===== config.mk =====
export PLATFORM = sky130hd
export DESIGN_NAME = xmpl_dsp_msf_arb
export DESIGN_NICKNAME = d
export VERILOG_FILES = /design/src/rtl/xmpl_dsp_msf_pkg.sv /design/src/rtl/xmpl_dsp_rr_arb.sv /design/src/rtl/xmpl_dsp_msf_arb.sv
export SDC_FILE = /design/constraint.sdc
export NUM_CORES = 1
export LEC_CHECK = 0
export CELL_PAD_IN_SITES_DETAIL_PLACEMENT = 1
export CELL_PAD_IN_SITES_GLOBAL_PLACEMENT = 2
export CORE_ASPECT_RATIO = 0.8
export CORE_MARGIN = 1
export CORE_UTILIZATION = 36
export CTS_CLUSTER_DIAMETER = 30
export DETAILED_ROUTE_END_ITERATION = 10
export DONT_BUFFER_PORTS = 1
export PLACE_DENSITY = 0.9
export SLEW_MARGIN = 20
export SYNTH_ARGS = -nofsm -noshare
export SYNTH_HDL_FRONTEND = slang
export SYNTH_HIERARCHICAL = 1
export SYNTH_SLANG_ARGS = --single-unit

===== constraint.sdc =====
create_clock -name clk_i -period 4.5 [get_ports clk_i]
set_input_delay 0.9 -clock clk_i [delete_from_list [all_inputs] [get_ports clk_i]]
set_output_delay 0.9 -clock clk_i [all_outputs]
set_load 0.02 [all_outputs]

===== src/rtl/xmpl_dsp_msf_pkg.sv =====
// Shared types and constants for the MSF request arbiter.
package xmpl_dsp_msf_pkg;

  localparam int OPND_W    = 12;
  localparam int RSLT_W    = 32;
  localparam int STAT_DONE = 0;
  localparam int STAT_ERR  = 1;

  typedef enum logic [1:0] {
    ST_IDLE  = 2'd0,
    ST_ISSUE = 2'd1,
    ST_WAIT  = 2'd2,
    ST_RESP  = 2'd3
  } msf_state_e;

endpackage


===== src/rtl/xmpl_dsp_rr_arb.sv =====
// Round-robin selector: the first requester after last_grant (wrapping) wins.
module xmpl_dsp_rr_arb #(
  parameter int NUM_REQ = 4
) (
  input  logic [NUM_REQ-1:0]         req,
  input  logic [$clog2(NUM_REQ)-1:0] last_grant,
  output logic [NUM_REQ-1:0]         grant
);

  localparam int          ID_W = $clog2(NUM_REQ);
  localparam int unsigned NR   = NUM_REQ;

  // Scan from last_grant+1 around the ring; the first set request takes the grant.
  always_comb begin
    logic            found;
    logic [ID_W-1:0] idx;
    grant = '0;
    found = 1'b0;
    idx   = '0;
    for (int unsigned off = 1; off <= NR; off++) begin
      idx = ID_W'((32'(last_grant) + off) % NR);
      if (!found && req[idx]) begin
        grant[idx] = 1'b1;
        found      = 1'b1;
      end
    end
  end

endmodule


===== src/rtl/xmpl_dsp_msf_arb.sv =====
// Arbitrates NUM_REQ requesters onto a single MSF unit, one transaction in flight.
module xmpl_dsp_msf_arb
  import xmpl_dsp_msf_pkg::*;
#(
  parameter int NUM_REQ     = 4,
  parameter int TIMEOUT_CYC = 256
) (
  input  logic                       clk_i,
  input  logic                       reset_n_i,
  input  logic [NUM_REQ-1:0]         req_valid_i,
  input  logic [NUM_REQ*OPND_W-1:0]  req_operand_i,
  output logic [NUM_REQ-1:0]         req_ready_o,
  output logic                       rsp_valid_o,
  input  logic                       rsp_ready_i,
  output logic [$clog2(NUM_REQ)-1:0] rsp_id_o,
  output logic [RSLT_W-1:0]          rsp_data_o,
  output logic                       rsp_err_o,
  output logic                       rsp_timeout_o,
  output logic                       msf_a_o,
  output logic [OPND_W-1:0]          msf_b_o,
  input  logic [RSLT_W-1:0]          msf_c_i,
  input  logic [31:0]                msf_status_i,
  output logic                       busy_o
);

  localparam int          ID_W  = $clog2(NUM_REQ);
  localparam int          CNT_W = $clog2(TIMEOUT_CYC);
  localparam int unsigned NR    = NUM_REQ;

  msf_state_e         state_q, state_d;
  logic [ID_W-1:0]    last_grant_q;
  logic [NUM_REQ-1:0] grant;
  logic [ID_W-1:0]    grant_id;
  logic [OPND_W-1:0]  grant_opnd;
  logic [OPND_W-1:0]  operand_q;
  logic [ID_W-1:0]    id_q;
  logic [CNT_W-1:0]   cnt_q;
  logic [RSLT_W-1:0]  data_q;
  logic               err_q;
  logic               tmo_q;
  logic               done;
  logic               timeout_hit;
  logic               unused_status;

  assign done          = msf_status_i[STAT_DONE];
  assign timeout_hit   = (cnt_q == CNT_W'(TIMEOUT_CYC - 1));
  assign unused_status = ^msf_status_i[31:2];

  xmpl_dsp_rr_arb #(
    .NUM_REQ (NUM_REQ)
  ) u_rr_arb (
    .req        (req_valid_i),
    .last_grant (last_grant_q),
    .grant      (grant)
  );

  // Encode the one-hot grant and pick the winning operand.
  always_comb begin
    grant_id   = '0;
    grant_opnd = '0;
    for (int unsigned i = 0; i < NR; i++) begin
      if (grant[i]) begin
        grant_id   = ID_W'(i);
        grant_opnd = req_operand_i[i*OPND_W +: OPND_W];
      end
    end
  end

  // State register.
  always_ff @(posedge clk_i or negedge reset_n_i) begin
    if (!reset_n_i) state_q <= ST_IDLE;
    else            state_q <= state_d;
  end

  // Next-state and per-state strobes; done beats timeout in the same cycle.
  always_comb begin
    state_d     = state_q;
    req_ready_o = '0;
    msf_a_o     = 1'b0;
    msf_b_o     = '0;
    rsp_valid_o = 1'b0;
    case (state_q)
      ST_IDLE: begin
        if (|req_valid_i) begin
          req_ready_o = grant;
          state_d     = ST_ISSUE;
        end
      end
      ST_ISSUE: begin
        msf_a_o = 1'b1;
        msf_b_o = operand_q;
        state_d = ST_WAIT;
      end
      ST_WAIT: begin
        msf_b_o = operand_q;
        if (done || timeout_hit) state_d = ST_RESP;
      end
      ST_RESP: begin
        rsp_valid_o = 1'b1;
        if (rsp_ready_i) state_d = ST_IDLE;
      end
      default: state_d = ST_IDLE;
    endcase
  end

  assign busy_o = (state_q != ST_IDLE);

  // Grant bookkeeping, wait counter and response capture.
  always_ff @(posedge clk_i or negedge reset_n_i) begin
    if (!reset_n_i) begin
      last_grant_q <= ID_W'(NUM_REQ - 1);
      operand_q    <= '0;
      id_q         <= '0;
      cnt_q        <= '0;
      data_q       <= '0;
      err_q        <= 1'b0;
      tmo_q        <= 1'b0;
    end else begin
      case (state_q)
        ST_IDLE: begin
          if (|req_valid_i) begin
            last_grant_q <= grant_id;
            id_q         <= grant_id;
            operand_q    <= grant_opnd;
          end
        end
        ST_ISSUE: cnt_q <= '0;
        ST_WAIT: begin
          cnt_q <= cnt_q + 1'b1;
          if (done) begin
            data_q <= msf_c_i;
            err_q  <= msf_status_i[STAT_ERR];
            tmo_q  <= 1'b0;
          end else if (timeout_hit) begin
            data_q <= '0;
            err_q  <= 1'b1;
            tmo_q  <= 1'b1;
          end
        end
        default: ;
      endcase
    end
  end

  assign rsp_id_o      = id_q;
  assign rsp_data_o    = data_q;
  assign rsp_err_o     = err_q;
  assign rsp_timeout_o = tmo_q;

endmodule


==> run metrics <==
worst path arrival time 3.36 ns; Via density 5.77; GRT Util Overall 17.7%; busiest grt layer met2; PD cells 966 nW/um^2; placed cells 397; Clk Tree Root Cell clkbuf_8; Cells after Synth 298; core area 8520 sq um; Die X-Extent 107 microns; Final Cycle Share 94.7%; hold crit path type input pin to async pin; post-synthesis sequential area ratio 47.5%; Tmin final 4.26 ns; CP max-delay cell dfstp_2; switching power 1.59 mW; ranking of synthesized cells by area dfrtp_1 (46%), a22o_1 (9.1%), ha_1 (5.1%), o211ai_1 (3.8%), a221o_1 (3.5%); clk slew on worst S/H paths 0.07 ns; Int Power 1.77 mW; most frequent CP cell inv_1; gp weighted congestion 0.744; Worst EP required 3.60 ns; PortBufs 0; share of layout cells above drive strength 1 11.6%; Seq cells post-synth 60; run status completed; warnings from Yosys 6; M2 GR Usage 28.4%; syn avg cell area 10.6 sq um; DRT Pass-1 Iters 5; Switching Fraction 47.2%; CTS Buffer Depth 2; VDD IR max 360 uV; Cell Area, Synth 3160 sq um; Slew Limit Headroom 52.6%; Post-CTS Setup Bufs 0; placed wire-length estimate 5910 microns; max-cap violation count 0; crit end category primary output; clock sink count 60; Post-DRT Antenna Nets 0; DIE AREA 9170 sq um; startpoint types flop; vias in the first global route 2,357; setup clock skew after layout 0.00484 ns; final setup violation count 0; dpl cell area 3250 sq um; DR vias 2,383; fin area 3480 sq um; Area growth, synth to finish 9.93%; utilization after layout 40.8%; met1 usage 22.2%; Max Fclk 235 MHz; Avg WL per Cell 19.4 microns; Synth Net Count 430; Crit Path Class flop to primary output; met3 Usage GRT 7.22%; nets 428; Yosys top cell by area dfrtp_1; Routed Wire Length 8030 microns; Pleak 1.49 nW; first-pass GRT wire length 12,400 microns; ys flop type dfrtp_1; Clk pwr share 16.2%; Fillers 935; sequential share of power 34.2%; area share of the largest cell type after synthesis 45.9%; Tightest Pin Transition 0.709 ns; endpoints failing hold 0; Residual DRC 0; CTS buffer count 9; number of flops mapped to enable cells by yosys 0; DR iter-0 viols 55; ANT cells 0; largest net degree at the start of global routing 61; H-tree Lvls 3; Pins Over Slew Limit 0; # IOs 174; Skew-Pair Late Insertion Delay 0.34 ns; Cell variety after synth 41; Initial Util 37.1%; Comb pwr share 49.6%; critical path fanouts, max 14; RSZ-0062 raised after global routing false; Finished Layout Cells 413; Die Span Y 85.8 microns; initial antenna violation count 0; total grt overflow 0; biggest cell delay along the critical path 0.67 ns; ys async rst share 100%; CTS tree built; FP Rows 30; hold-fix buffers at CTS 0; crit path cell chain inv_1 > ha_1 > mux4_1 > nor4b_4 > nand2_1 > o211ai_1 > inv_1 > nor3_1 > buf_4; setup_tns 0 ns
worst paths after layout:
check,cells past startpoint,start,slack (ns),to
max in group asynchronous,0,reset_n_i,4.06,last_grant_q[0]$_DFFE_PN1P_
worst min register to register,1,cnt_q[2]$_DFFE_PN0N_,0.53,cnt_q[2]$_DFFE_PN0N_
worst max-delay path,9,last_grant_q[0]$_DFFE_PN1P_,0.24,req_ready_o[2]
worst min-delay path,0,reset_n_i,0.25,rsp_data_o[13]$_DFFE_PN0P_
worst max register to register,10,last_grant_q[0]$_DFFE_PN1P_,0.84,operand_q[3]$_DFFE_PN0P_
min in group clk_i,1,cnt_q[2]$_DFFE_PN0N_,0.53,cnt_q[2]$_DFFE_PN0N_
metrics by stage:
| stage | worst slack (ns) | total power, mW | hold WS [ns] |
|---|---|---|---|
| after global routing | 0.0281 | 3.62 | 0.219 |
| after floorplan | 0.555 | 2.45 | 0.472 |
| after CTS | 0.181 | 3.40 | 0.232 |
| after detailed placement | 0.567 | 2.84 | 0.527 |
| after global placement | 0.661 | 2.78 | 0.492 |
| final | 0.238 | 3.36 | 0.253 |
routing by layer:
metal	vias up	wire [microns]
met2	83	4030
li1	1094	-
met4	0	64
met3	6	558
met1	1200	3370
met5	-	0
logic make-up (layout without fill, tap and decap cells):
kind of cell | after synthesis | in the layout | share of synthesized area [%]
AO/OA/AOI/OAI | 96 | 96 | 23.5
adder cells (fa/ha/maj) | 13 | 13 | 5.14
buffers and inverters | 35 | 38 | 5.18
flip-flops | 60 | 60 | 47.5
multiplexers | 6 | 6 | 3.76
AND/OR/NAND/NOR | 88 | 88 | 14.9
Yosys cell counts, drive strengths merged (6+ instances only):
cell and instances:
o211ai 16, inv 15, dfrtp 58, nand2 25
ha 13, a221o 11, a31oi 11, buf 6
nor2 24, a22o 33, a21oi 9, clkbuf 14
o21ai 8, and2 15
sequential cells by signal (all words and copies together) (netlist names):
signal and cells:
rsp_timeout_o 1, rsp_id_o 2, state_q 2, last_grant_q 2
cnt_q 8, operand_q 12, rsp_data_o 32, rsp_err_o 1
placed cells by master (no fill, tap or decap), drive strengths merged, types with 5 or more instances in the layout:
master	instances
buf	7
nand3	5
nor2	24
a21oi	9
o211ai	16
a221o	11
a22o	33
inv	16
ha	13
a31oi	11
o21ai	8
nand2	25
dfrtp	58
and2	15
clkbuf	11
power groups by stage:
stage,Sequential (mW),Combinational [mW],Clock [mW]
after floorplan,1.10,1.36,0
after global placement,1.15,1.63,0
after detailed placement,1.16,1.69,0
after CTS,1.15,1.69,0.562
after global routing,1.18,1.85,0.588
final,1.15,1.67,0.544
critical path: cells and delay by family (launching register included):
family	cells	cell delay (ns)
and+or+nand+nor	3	0.66
adders and majority gates	1	0.34
buffers and inverters	3	0.58
muxes	1	0.64
AOI/OAI and AO/OA	1	0.14
DFF	1	0.67
what timing repair did:
item,in CTS,in global routing
gates resized for setup,0,1
endpoints found under the setup margin,0,1
hold endpoints to repair,0,0
area by class of cell:
type / count / area [sq um] / share of cell area (%)
clock buffer: 11 / 141 / 4.07
inverter: 15 / 56.3 / 1.62
clock inverter: 5 / 83.8 / 2.41
multi-input combinational: 203 / 1500 / 43.1
tap: 112 / 140 / 4.03
timing repair buffer: 7 / 52.6 / 1.51
sequential: 60 / 1500 / 43.3
Note: power is estimated with default switching activity, not from simulation.
